==> src/rtl/power_rail_sequencer.sv <==
// power_rail_sequencer: N-rail ordered power-up / power-down sequencer for one
// supply domain. Rails come up in ascending order, each gated on its power-good
// plus a settle delay, and go down in descending order with an inter-rail gap.
// Any power-good loss or ramp timeout drops every rail at once and latches a fault.
module power_rail_sequencer #(
    parameter int unsigned NUM_RAILS         = 4,
    parameter int unsigned CNT_WIDTH         = 16,
    parameter int unsigned SETTLE_CYCLES     = 1600,
    parameter int unsigned PG_TIMEOUT_CYCLES = 8000,
    parameter int unsigned OFF_DELAY_CYCLES  = 800,
    localparam int unsigned IDX_W            = (NUM_RAILS > 1) ? $clog2(NUM_RAILS) : 1
) (
    input  logic                 sysclk,
    input  logic                 reset,
    input  logic                 enable,
    input  logic [NUM_RAILS-1:0] rail_good,
    output logic [NUM_RAILS-1:0] rail_en,
    output logic                 power_good,
    output logic                 up_pulse,
    output logic                 fault,
    output logic [IDX_W-1:0]     fault_rail,
    output logic [IDX_W-1:0]     stage,
    output logic [2:0]           state
);

    typedef enum logic [2:0] {
        ST_OFF    = 3'd0,
        ST_RAMP   = 3'd1,
        ST_SETTLE = 3'd2,
        ST_UP     = 3'd3,
        ST_DOWN   = 3'd4,
        ST_FAULT  = 3'd5
    } state_t;

    localparam logic [IDX_W-1:0]     LAST_STAGE = IDX_W'(NUM_RAILS - 1);
    localparam logic [CNT_WIDTH-1:0] SETTLE_END = CNT_WIDTH'(SETTLE_CYCLES - 1);
    localparam logic [CNT_WIDTH-1:0] TIMEOUT_END = CNT_WIDTH'(PG_TIMEOUT_CYCLES - 1);
    localparam logic [CNT_WIDTH-1:0] OFF_END    = CNT_WIDTH'(OFF_DELAY_CYCLES - 1);

    state_t                 state_q, state_d;
    logic [IDX_W-1:0]       stage_q, stage_d;
    logic [CNT_WIDTH-1:0]   cnt_q, cnt_d;
    logic [NUM_RAILS-1:0]   rail_en_q, rail_en_d;
    logic                   pg_q, pg_d;
    logic                   up_q, up_d;
    logic                   fault_q, fault_d;
    logic [IDX_W-1:0]       fault_rail_q, fault_rail_d;

    logic                   mon_active;
    logic                   mon_incl_cur;
    logic                   mon_fail;
    logic [IDX_W-1:0]       mon_idx;
    logic                   cur_good;
    logic                   ramp_timeout;

    // Power-good monitor: lowest-index enabled rail that has lost good.
    // In RAMP the current rail is still coming up, so only rails below it count.
    always_comb begin
        mon_active   = (state_q == ST_RAMP) || (state_q == ST_SETTLE) || (state_q == ST_UP);
        mon_incl_cur = (state_q == ST_SETTLE) || (state_q == ST_UP);
        mon_fail     = 1'b0;
        mon_idx      = '0;
        for (int j = 0; j < int'(NUM_RAILS); j++) begin
            if (mon_active && !mon_fail && !rail_good[j] &&
                ((IDX_W'(j) < stage_q) || (mon_incl_cur && (IDX_W'(j) == stage_q)))) begin
                mon_fail = 1'b1;
                mon_idx  = IDX_W'(j);
            end
        end
    end

    // Current-rail good and ramp timeout detection.
    always_comb begin
        cur_good     = rail_good[stage_q];
        ramp_timeout = (state_q == ST_RAMP) && !cur_good && (cnt_q == TIMEOUT_END);
    end

    // Next-state and registered-output logic. Priority: fault, then enable drop,
    // then normal progress.
    always_comb begin
        state_d      = state_q;
        stage_d      = stage_q;
        cnt_d        = cnt_q;
        rail_en_d    = rail_en_q;
        pg_d         = pg_q;
        up_d         = 1'b0;
        fault_d      = fault_q;
        fault_rail_d = fault_rail_q;

        case (state_q)
            ST_OFF: begin
                if (enable) begin
                    state_d   = ST_RAMP;
                    stage_d   = '0;
                    cnt_d     = '0;
                    rail_en_d = NUM_RAILS'(1);
                end
            end

            ST_RAMP, ST_SETTLE, ST_UP: begin
                if (mon_fail || ramp_timeout) begin
                    state_d      = ST_FAULT;
                    rail_en_d    = '0;
                    pg_d         = 1'b0;
                    fault_d      = 1'b1;
                    cnt_d        = '0;
                    fault_rail_d = mon_fail ? mon_idx : stage_q;
                end else if (!enable) begin
                    // Orderly shutdown starts with the highest rail enabled so far
                    state_d            = ST_DOWN;
                    pg_d               = 1'b0;
                    cnt_d              = '0;
                    rail_en_d[stage_q] = 1'b0;
                end else if (state_q == ST_RAMP) begin
                    if (cur_good) begin
                        state_d = ST_SETTLE;
                        cnt_d   = '0;
                    end else begin
                        cnt_d = cnt_q + CNT_WIDTH'(1);
                    end
                end else if (state_q == ST_SETTLE) begin
                    if (cnt_q == SETTLE_END) begin
                        cnt_d = '0;
                        if (stage_q == LAST_STAGE) begin
                            state_d = ST_UP;
                            pg_d    = 1'b1;
                            up_d    = 1'b1;
                        end else begin
                            state_d                         = ST_RAMP;
                            stage_d                         = stage_q + IDX_W'(1);
                            rail_en_d[stage_q + IDX_W'(1)]  = 1'b1;
                        end
                    end else begin
                        cnt_d = cnt_q + CNT_WIDTH'(1);
                    end
                end
            end

            ST_DOWN: begin
                // Power-good is ignored here; rails are expected to fall
                if (cnt_q == OFF_END) begin
                    cnt_d = '0;
                    if (stage_q != '0) begin
                        stage_d                         = stage_q - IDX_W'(1);
                        rail_en_d[stage_q - IDX_W'(1)]  = 1'b0;
                    end else begin
                        state_d = ST_OFF;
                    end
                end else begin
                    cnt_d = cnt_q + CNT_WIDTH'(1);
                end
            end

            ST_FAULT: begin
                rail_en_d = '0;
                pg_d      = 1'b0;
                if (!enable) begin
                    state_d = ST_OFF;
                    fault_d = 1'b0;
                    cnt_d   = '0;
                end
            end

            default: begin
                state_d   = ST_OFF;
                rail_en_d = '0;
                pg_d      = 1'b0;
                cnt_d     = '0;
            end
        endcase
    end

    // State and output registers with synchronous reset.
    always_ff @(posedge sysclk) begin
        if (reset) begin
            state_q      <= ST_OFF;
            stage_q      <= '0;
            cnt_q        <= '0;
            rail_en_q    <= '0;
            pg_q         <= 1'b0;
            up_q         <= 1'b0;
            fault_q      <= 1'b0;
            fault_rail_q <= '0;
        end else begin
            state_q      <= state_d;
            stage_q      <= stage_d;
            cnt_q        <= cnt_d;
            rail_en_q    <= rail_en_d;
            pg_q         <= pg_d;
            up_q         <= up_d;
            fault_q      <= fault_d;
            fault_rail_q <= fault_rail_d;
        end
    end

    assign rail_en    = rail_en_q;
    assign power_good = pg_q;
    assign up_pulse   = up_q;
    assign fault      = fault_q;
    assign fault_rail = fault_rail_q;
    assign stage      = stage_q;
    assign state      = state_q;

endmodule
==> config.mk <==
export PLATFORM = sky130hd
export DESIGN_NAME = power_rail_sequencer
export DESIGN_NICKNAME = d
export VERILOG_FILES = /design/src/rtl/power_rail_sequencer.sv
export SDC_FILE = /design/constraint.sdc
export NUM_CORES = 1
export LEC_CHECK = 0
export CAP_MARGIN = 10
export CORE_ASPECT_RATIO = 2
export CORE_MARGIN = 2
export CORE_UTILIZATION = 59
export CTS_BUF_LIST = sky130_fd_sc_hd__clkbuf_8
export DETAILED_ROUTE_END_ITERATION = 16
export GPL_ROUTABILITY_DRIVEN = 0
export PLACE_DENSITY = 0.83
export SETUP_SLACK_MARGIN = 0.5
export SKIP_CTS_REPAIR_TIMING = 1
export SYNTH_ARGS = -nofsm -noshare
export SYNTH_HDL_FRONTEND = slang
export SYNTH_SLANG_ARGS = --single-unit
==> constraint.sdc <==
create_clock -name sysclk -period 3.5 [get_ports sysclk]
set_clock_uncertainty 0.1 [all_clocks]
set_input_delay 0.35 -clock sysclk [delete_from_list [all_inputs] [get_ports sysclk]]
set_output_delay 0.35 -clock sysclk [all_outputs]
set_load 0.005 [all_outputs]
; ---- Word-level counts from Yosys, hierarchy flattened
; Index checks and enable logic that the tools add are counted.
[classes]
n_mux = 69
eq_ne = 32
n_addsub = 3
bitwise = 10
n_reduce_logical = 51
n_lt_le_gt_ge = 10
[op_table]
columns = cell, count
row1 = 2-to-1 mux 16 bit, 9
row2 = one-hot mux 16 bit (4 select lines), 1
row3 = 2-to-1 mux 4 bit, 9
row4 = 2-to-1 mux 3 bit, 10
row5 = 2-to-1 mux 2 bit, 13
row6 = != test 2 bit (second input constant), 12
row7 = logical AND 1 bit, 20
row8 = != test 4 bit (second input constant), 5
row9 = 2-to-1 mux 1 bit, 18
row10 = adder 16 x 1 -> 16 bit (second input constant), 1
row11 = == test 16 x 10 -> 1 bit (second input constant), 1
row12 = == test 16 x 11 -> 1 bit (second input constant), 1
row13 = == test 16 x 13 -> 1 bit (second input constant), 1
row14 = != test 5 bit (second input constant), 3
row15 = AND reduction 7 bit, 2
row16 = one-hot mux 3 bit (4 select lines), 1
row17 = one-hot mux 4 bit (3 select lines), 1
row18 = AND reduction 10 bit, 1
row19 = less-than comparator 2 x 3 -> 1 bit (second input constant), 3
row20 = AND 4 bit, 2
row21 = logical NOT 1 bit, 8
row22 = logical OR 1 bit, 8
row23 = NOT 4 bit, 2
row24 = OR reduction 7 bit, 1
row25 = 26 further kinds, 42
[word_totals]
in_bits = 7
word_cells = 183
reg_bits = 30

; ---- Logic depth before layout (Yosys ltp)
; Gate-level depths: netlist of run 1.
[logic_depth]
depth_word = 24
depth_mapped = 10

; ---- Worst setup path before layout of run 1
; No wires, ideal clock.
[synth_timing]
kind = reg-to-reg
from = register stage_q[1] (netlist: stage[1])
to = register cnt_q[11]
stages_incl_launch_ff = 9
arrival_ns = 2.360
slack_ns = 0.965
synth_period_minus_slack_ns = 2.535
path_buffers = 0
cell_sequence = dfxtp_1 -> inv_1 -> ha_1 -> o221ai_2 -> nand4_4 -> nor4_4 -> a21oi_2 -> or4_1 -> a31oi_1
[synth_via]
elab_chain_len = 23
[synth_rtl]
columns = element, line_no
row1 = start: declaration, 41  ; logic [IDX_W-1:0] stage_q, stage_d;
row2 = start signal: assignment, 186  ; stage_q <= stage_d;
row3 = branches (longest 23 deep; another with less-than comparator 1 x 2 -> 1 bit), --
row4 = end signal: assignment, 187  ; cnt_q <= cnt_d;
row5 = end: declaration, 42  ; logic [CNT_WIDTH-1:0] cnt_q, cnt_d;
; Several ways; the timed one is not identified. The select of a mux whose other input is x is not followed.
; A chain may end at the register's enable or synchronous reset.

; ---- Worst setup path in the final report of run 1
[layout_timing]
from = register stage_q[0] (netlist: stage[0])
to = register cnt_q[15]
; The elaborated chain is that of the path after synthesis.

==> results.toml, run 1 <==
[synthesis]
synth_cells = 256
synthDistinctLibCells = 56
post_synth_instance_area_mm2 = 0.002009
syn_avg_cell_area_um2 = 7.849
synth-async-reset-ratio_pct = 0
postSynth.topFlopCell = "sky130_fd_sc_hd__dfxtp_1"
ys.warnings.count = 0
synth-seq-cells = 30
synth_enable_flop_cells = 0
seq_area_frac_synth_pct = 29.89
synth.net_count = 268

[detailed_routing]
drt_wl_total_um = 5464
first_iter_violations = 102
drc = 0
via_count = 2048
drtPass1Iterations = 4
route.detailed.vias_per_inst = 6.649
number_of_nets_with_antenna_violations_after_detailed_routing = 0
wl_per_cell_um = 17.74

[timing]
fmaxAchievable_mhz = 354.8
maxSlewViolCount = 0
report.final.setup_viol = 0
timing_worst_slew_pin_value_ns = 0.5803
finalCriticalPeriod_ns = 2.818
setup_tns_ns = 0
share_of_the_clock_period_used_by_the_worst_path_after_layout_pct = 80.52
timing.max_slew.rel_slack_pct = 60.96
rsz0062_at_grt = "no"
hold_viol_final = 0

[clocking]
cts_buffer_count = 5
cts_root_buffer = "sky130_fd_sc_hd__clkbuf_8"
cts_tree = "built"
htreeDepth = 2
worst_case_clock_buffer_depth = 2
insertion_delay_ns = 0.29
cts.sinks = 30
clk_transition_reported_paths_ns = 0.07

[placed_design]
hpwl_um = 4126
io_buffer_count = 20
place_inst = 300

[final_layout]
fillerInstances = 290
mostFrequentLayoutCell = "sky130_fd_sc_hd__dfxtp_1"
layout_common_cells = "sky130_fd_sc_hd__dfxtp_1 (29), sky130_fd_sc_hd__a21oi_1 (26), sky130_fd_sc_hd__nor2_1 (20), sky130_fd_sc_hd__clkdlybuf4s50_1 (20), sky130_fd_sc_hd__nand2_1 (19)"
area_delta_synth_final_pct = 15.57
diodes_inserted = 0
layoutNonFillerInstCount = 308
final_core_util_pct = 69.51
fin_nets = 287
fraction_of_final_layout_cells_sized_beyond_drive_strength_1_pct = 10.14

[min_path]
startpoint_of_the_lowest_slack_hold_path = "rail_en[2]$_SDFFE_PP0P_"
class_of_the_tightest_hold_or_removal_check = "reg2reg"
min_to = "rail_en[2]$_SDFFE_PP0P_"
worstHoldPathCells = 1

[setup_path]
reg2regPathDepth = 7
worst-r2r-setup-slack_ns = 0.68
timing.critical_path.arrival_ns = 2.91
reg2reg_from = "stage[0]$_SDFFE_PP0P_"
worst_r2r_dst = "cnt_q[15]$_SDFFE_PP0P_"
critical_path_required_ns = 3.59
endpoint_kind = "register"
critical_path.startpoint_type = "register"
worst-path-max-fanout = 8
timing.setup.critical_path_class = "reg2reg"

[global_routing]
wire_length_of_the_first_global_routing_pass_um = 9018
first_global_vias = 1974
largest_net_degree_at_the_start_of_global_routing = 37
globalRouteOverflowTotal = 0
grtUsageTotal_pct = 31.45
antenna_violations_before_repair = 0

[pwr]
leakagePower_nw = 0.8195
ir_worst_vdd_v = 0.0004249
total_power_per_unit_cell_area_mw_per_mm2 = 651.5

[floorplanning]
die_footprint_mm2 = 0.003917
placeableCoreArea_mm2 = 0.003341
start_util_pct = 60.15
io_pins = 21
die-height_um = 86.53
die_x_um = 45.27
placement_rows = 30

[status]
outcome = "finished, final reports clean"

[job]
max-cap-violations = 0
[state kept, by name, indices dropped and copies added, names as in the netlist]
signal	count
cnt_q	16
fault	1
fault_rail	2
power_good	1
rail_en	4
stage	2
state	3
up_pulse	1
[final cells by class]
type                            instances  area (um2)  area share, %
Timing Repair Buffer                   25       237.7          10.24
Tap cell                               32       40.04          1.724
Multi-Input combinational cell        196        1287          55.44
Clock inverter                          2       8.758         0.3772
Clock buffer                            6       82.58          3.556
Sequential cell                        30       601.8          25.92
Inverter                               17       63.81          2.748
[worst max-delay path by stage]
stage / startpoint / end / slack, ns / cells past startpoint
2_1_floorplan: stage[1]$_SDFFE_PP0P_ / cnt_q[11]$_SDFFE_PP0P_ / 0.97 / 8
3_5_place_dp: stage[1]$_SDFFE_PP0P_ / cnt_q[15]$_SDFFE_PP0P_ / 0.57 / 8
5_1_grt: stage[0]$_SDFFE_PP0P_ / cnt_q[11]$_SDFFE_PP0P_ / 0.51 / 8
6_report: stage[0]$_SDFFE_PP0P_ / cnt_q[15]$_SDFFE_PP0P_ / 0.68 / 7
4_1_cts: stage[1]$_SDFFE_PP0P_ / cnt_q[15]$_SDFFE_PP0P_ / 0.55 / 8
3_3_place_gp: stage[1]$_SDFFE_PP0P_ / cnt_q[15]$_SDFFE_PP0P_ / 0.68 / 8
[where the power goes]
part           leakage, nW  internal (mW)  total [mW]  switching [mW]
combinational        0.524          0.324       0.793           0.469
clock               0.0524          0.155       0.284           0.128
sequential           0.243          0.382       0.436          0.0538
total                0.820          0.861        1.51           0.652
[cell usage after synthesis, types with 3 or more instances]
cell type | count | area share [%]
sky130_fd_sc_hd__and4_1 | 3 | 1.3
sky130_fd_sc_hd__o31ai_1 | 3 | 1.1
sky130_fd_sc_hd__nor2_1 | 20 | 3.7
sky130_fd_sc_hd__nor4_1 | 7 | 2.2
sky130_fd_sc_hd__clkbuf_1 | 7 | 1.3
sky130_fd_sc_hd__nand2_1 | 19 | 3.5
sky130_fd_sc_hd__a21oi_1 | 26 | 6.5
sky130_fd_sc_hd__nand4_1 | 3 | 0.93
sky130_fd_sc_hd__a22o_1 | 3 | 1.3
sky130_fd_sc_hd__a311oi_1 | 3 | 1.3
sky130_fd_sc_hd__buf_4 | 3 | 1.1
sky130_fd_sc_hd__mux2i_1 | 3 | 1.5
sky130_fd_sc_hd__nand3_1 | 12 | 3.0
sky130_fd_sc_hd__and3_1 | 5 | 1.6
sky130_fd_sc_hd__or2_2 | 4 | 1.2
sky130_fd_sc_hd__or3_1 | 7 | 2.2
sky130_fd_sc_hd__o32ai_1 | 6 | 2.6
sky130_fd_sc_hd__nand2b_1 | 4 | 1.2
sky130_fd_sc_hd__o21ai_0 | 11 | 2.7
sky130_fd_sc_hd__nor2b_1 | 3 | 0.93
sky130_fd_sc_hd__nor3_1 | 6 | 1.5
sky130_fd_sc_hd__a21o_1 | 4 | 1.5
sky130_fd_sc_hd__o22ai_1 | 3 | 0.93
sky130_fd_sc_hd__nand3b_1 | 3 | 1.1
sky130_fd_sc_hd__buf_2 | 3 | 0.75
sky130_fd_sc_hd__dfxtp_1 | 30 | 30
sky130_fd_sc_hd__inv_1 | 17 | 3.2
sky130_fd_sc_hd__ha_1 | 5 | 3.1
[critical path, cell delays in order, from the launching register on]
cell                      delay [ns]
sky130_fd_sc_hd__dfxtp_1        0.50
sky130_fd_sc_hd__ha_1           0.35
sky130_fd_sc_hd__inv_1          0.12
sky130_fd_sc_hd__or4b_1         0.57
sky130_fd_sc_hd__nand4_4        0.19
sky130_fd_sc_hd__o21a_1         0.36
sky130_fd_sc_hd__nand2_1        0.24
sky130_fd_sc_hd__o32ai_1        0.30
[kinds of logic (layout without fill, tap and decap cells)]
group                    Yosys count  count (layout)  synth area share, %
adder cells (fa/ha/maj)            5               5                3.113
AO/OA/AOI/OAI                     76              76                26.03
XOR/XNOR                           2               2               0.8719
multiplexers                       4               4                2.615
AND/OR/NAND/NOR                  109             109                31.13
flip-flops                        30              30                29.89
buffers and inverters             30              50                6.351
[routing by layer]
| layer | vias up | wire (um) | track usage (%) |
|---|---|---|---|
| met1 | 966 | 1901 | 29.65 |
| met4 | 0 | 314 | 21.12 |
| met2 | 69 | 3069 | 57.14 |
| met5 | - | 0 | 0 |
| li1 | 989 | - | - |
| met3 | 24 | 178 | 5.417 |
[per-stage QoR]
| step | worst slack [ns] | total power, mW | instance area (um2) | hold slack, ns |
|---|---|---|---|---|
| after global placement | 0.6829 | 1.200 | 2223 | 0.3580 |
| after CTS | 0.5520 | 1.503 | 2315 | 0.3765 |
| after global routing | 0.5078 | 1.619 | 2322 | 0.3996 |
| final | 0.6818 | 1.513 | 2322 | 0.3750 |
| after floorplan | 0.9654 | 0.9743 | 2009 | 0.3619 |
| after detailed placement | 0.5700 | 1.214 | 2223 | 0.3631 |
No activity file was read; power rests on OpenSTA's default activity.
==> run 2, diff against run 1 <==
==> constraint.sdc (replaced) <==
create_clock -name sysclk -period 2.75 [get_ports sysclk]
set_clock_uncertainty 0.1 [all_clocks]
set_input_delay 0.275 -clock sysclk [delete_from_list [all_inputs] [get_ports sysclk]]
set_output_delay 0.275 -clock sysclk [all_outputs]
set_load 0.005 [all_outputs]
==> results.toml, run 2 (synthesis gave the netlist of run 1 again) <==
[global_routing]
grt_util_met2_pct = 57.92
gr-max-usage-layer = "met2"
largest_net_degree_at_the_start_of_global_routing = 20
first_global_vias = 2099
grt_util_met3_pct = 6.875
wire_length_of_the_first_global_routing_pass_um = 9625
antenna_violations_before_repair = 0
grtUsageTotal_pct = 33.21
globalRouteOverflowTotal = 0
use_met1_pct = 33.46

[detailed_routing]
via_count = 2367
number_of_nets_with_antenna_violations_after_detailed_routing = 0
route.detailed.vias_per_inst = 6.962
wl_per_cell_um = 21.36
drc = 0
drtPass1Iterations = 6
drt_wl_total_um = 7264
first_iter_violations = 168

[min_path]
min_to = "rail_en[1]$_SDFFE_PP0P_"
class_of_the_tightest_hold_or_removal_check = "reg2reg"
startpoint_of_the_lowest_slack_hold_path = "rail_en[1]$_SDFFE_PP0P_"
worstHoldPathCells = 1

[setup_path]
critical_path.slowest_cell = "sky130_fd_sc_hd__dfxtp_4"
worst-r2r-setup-slack_ns = 0.11
timing.setup.critical_path_class = "reg2reg"
endpoint_kind = "register"
worst_r2r_dst = "rail_en[3]$_SDFFE_PP0P_"
critical_path.startpoint_type = "register"
critical_path_required_ns = 2.83
critical_path.max_stage_delay_ns = 0.40
crit_path_cell_trace = "inv_4 > ha_4 > nor2b_1 > o221ai_2 > nand4_4 > buf_6 > a2111o_1 > and3_4 > a21o_1 > a22o_1"
worst-path-max-fanout = 8
reg2reg_from = "stage[1]$_SDFFE_PP0P_"
timing.critical_path.arrival_ns = 2.72
reg2regPathDepth = 10

[placed_design]
post_place_setup_slack_ns = 0.1287
place_inst = 310
io_buffer_count = 20
hpwl_um = 4345

[final_layout]
number_of_flip_flops_in_the_largest_register = 16
fillerInstances = 189
layoutNonFillerInstCount = 340
fraction_of_final_layout_cells_sized_beyond_drive_strength_1_pct = 29.87
layout_common_cells = "sky130_fd_sc_hd__buf_4 (32), sky130_fd_sc_hd__dfxtp_1 (26), sky130_fd_sc_hd__a21oi_1 (25)"
area_delta_synth_final_pct = 37.48
mostFrequentLayoutCell = "sky130_fd_sc_hd__buf_4"
final_core_util_pct = 82.70
largest_register = "cnt_q"
diodes_inserted = 0
fin_nets = 319

[timing]
maxSlewViolCount = 0
setup_ws_ns = 0.1064
report.final.setup_viol = 0
rsz0062_at_grt = "yes"
share_of_the_clock_period_used_by_the_worst_path_after_layout_pct = 96.13
timing_worst_slew_pin_value_ns = 0.4525
fmaxAchievable_mhz = 378.3
finalCriticalPeriod_ns = 2.644
setup_tns_ns = 0
hold_viol_final = 0
timing.max_slew.rel_slack_pct = 69.79

[clocking]
cts_buffer_count = 5
cts_root_buffer = "sky130_fd_sc_hd__clkbuf_8"
htreeDepth = 2
clk_transition_reported_paths_ns = 0.07
insertion_delay_ns = 0.29
worst_case_clock_buffer_depth = 2
cts_tree = "built"
cts.sinks = 30

[floorplanning]
io_pins = 21
die_x_um = 45.27
die-height_um = 86.53
start_util_pct = 60.15
placeableCoreArea_mm2 = 0.003341
die_footprint_mm2 = 0.003917
placement_rows = 30

[status]
outcome = "finished, final reports clean"

[pwr]
leakagePower_nw = 1.016
total_power_per_unit_cell_area_mw_per_mm2 = 885.7
ir_worst_vdd_v = 0.0005900

[job]
max-cap-violations = 0
## run 2: worst max-delay path by stage
stage / startpoint / to / slack, ns / cells after the start
after floorplan: stage[1]$_SDFFE_PP0P_ / cnt_q[11]$_SDFFE_PP0P_ / 0.50 / 9
after global placement: rail_good[2] / rail_en[3]$_SDFFE_PP0P_ / 0.18 / 7
after detailed placement: rail_good[2] / rail_en[3]$_SDFFE_PP0P_ / 0.13 / 7
after CTS: stage[1]$_SDFFE_PP0P_ / cnt_q[15]$_SDFFE_PP0P_ / 0.19 / 9
after global routing: stage[1]$_SDFFE_PP0P_ / rail_en[3]$_SDFFE_PP0P_ / 0.03 / 10
final: stage[1]$_SDFFE_PP0P_ / rail_en[3]$_SDFFE_PP0P_ / 0.11 / 10
## run 2: area by class of cell
cell class / instances / area (um2) / share of cell area, %
inverter: 17 / 70.07 / 2.536
timing repair buffer: 57 / 496.7 / 17.98
clock buffer: 6 / 82.58 / 2.989
multi-input combinational: 196 / 1451 / 52.54
tap: 32 / 40.04 / 1.449
sequential: 30 / 613.1 / 22.19
clock inverter: 2 / 8.758 / 0.3170
## run 2: through the flow
stage | hold slack (ns) | total power, mW | cell area [um2]
after floorplan | 0.3646 | 1.263 | 2054
after global placement | 0.3552 | 1.610 | 2342
after detailed placement | 0.3557 | 1.622 | 2342
after CTS | 0.3766 | 1.993 | 2434
after global routing | 0.4068 | 2.561 | 2763
final | 0.3757 | 2.447 | 2763
## run 2: critical path, delay by kind of cell, from the launching register on
family / cells / cell delay (ns)
buffers and inverters: 2 / 0.28
AND/OR/NAND/NOR: 3 / 0.46
AO/OA/AOI/OAI: 4 / 1.15
flip-flops: 1 / 0.40
adder cells (fa/ha/maj): 1 / 0.15
## run 2: routing by layer
| metal | share of wire [%] | vias to the layer above |
|---|---|---|
| met5 | 0 | - |
| met4 | 7.6 | 0 |
| met3 | 6.1 | 54 |
| met2 | 53 | 136 |
| met1 | 33 | 1118 |
| li1 | - | 1059 |
## run 2: where the power goes
part	leakage, nW	internal (mW)	switching [mW]
clock	0.0524	0.198	0.176
combinational	0.718	0.687	0.807
sequential	0.246	0.495	0.0830
total	1.02	1.38	1.07
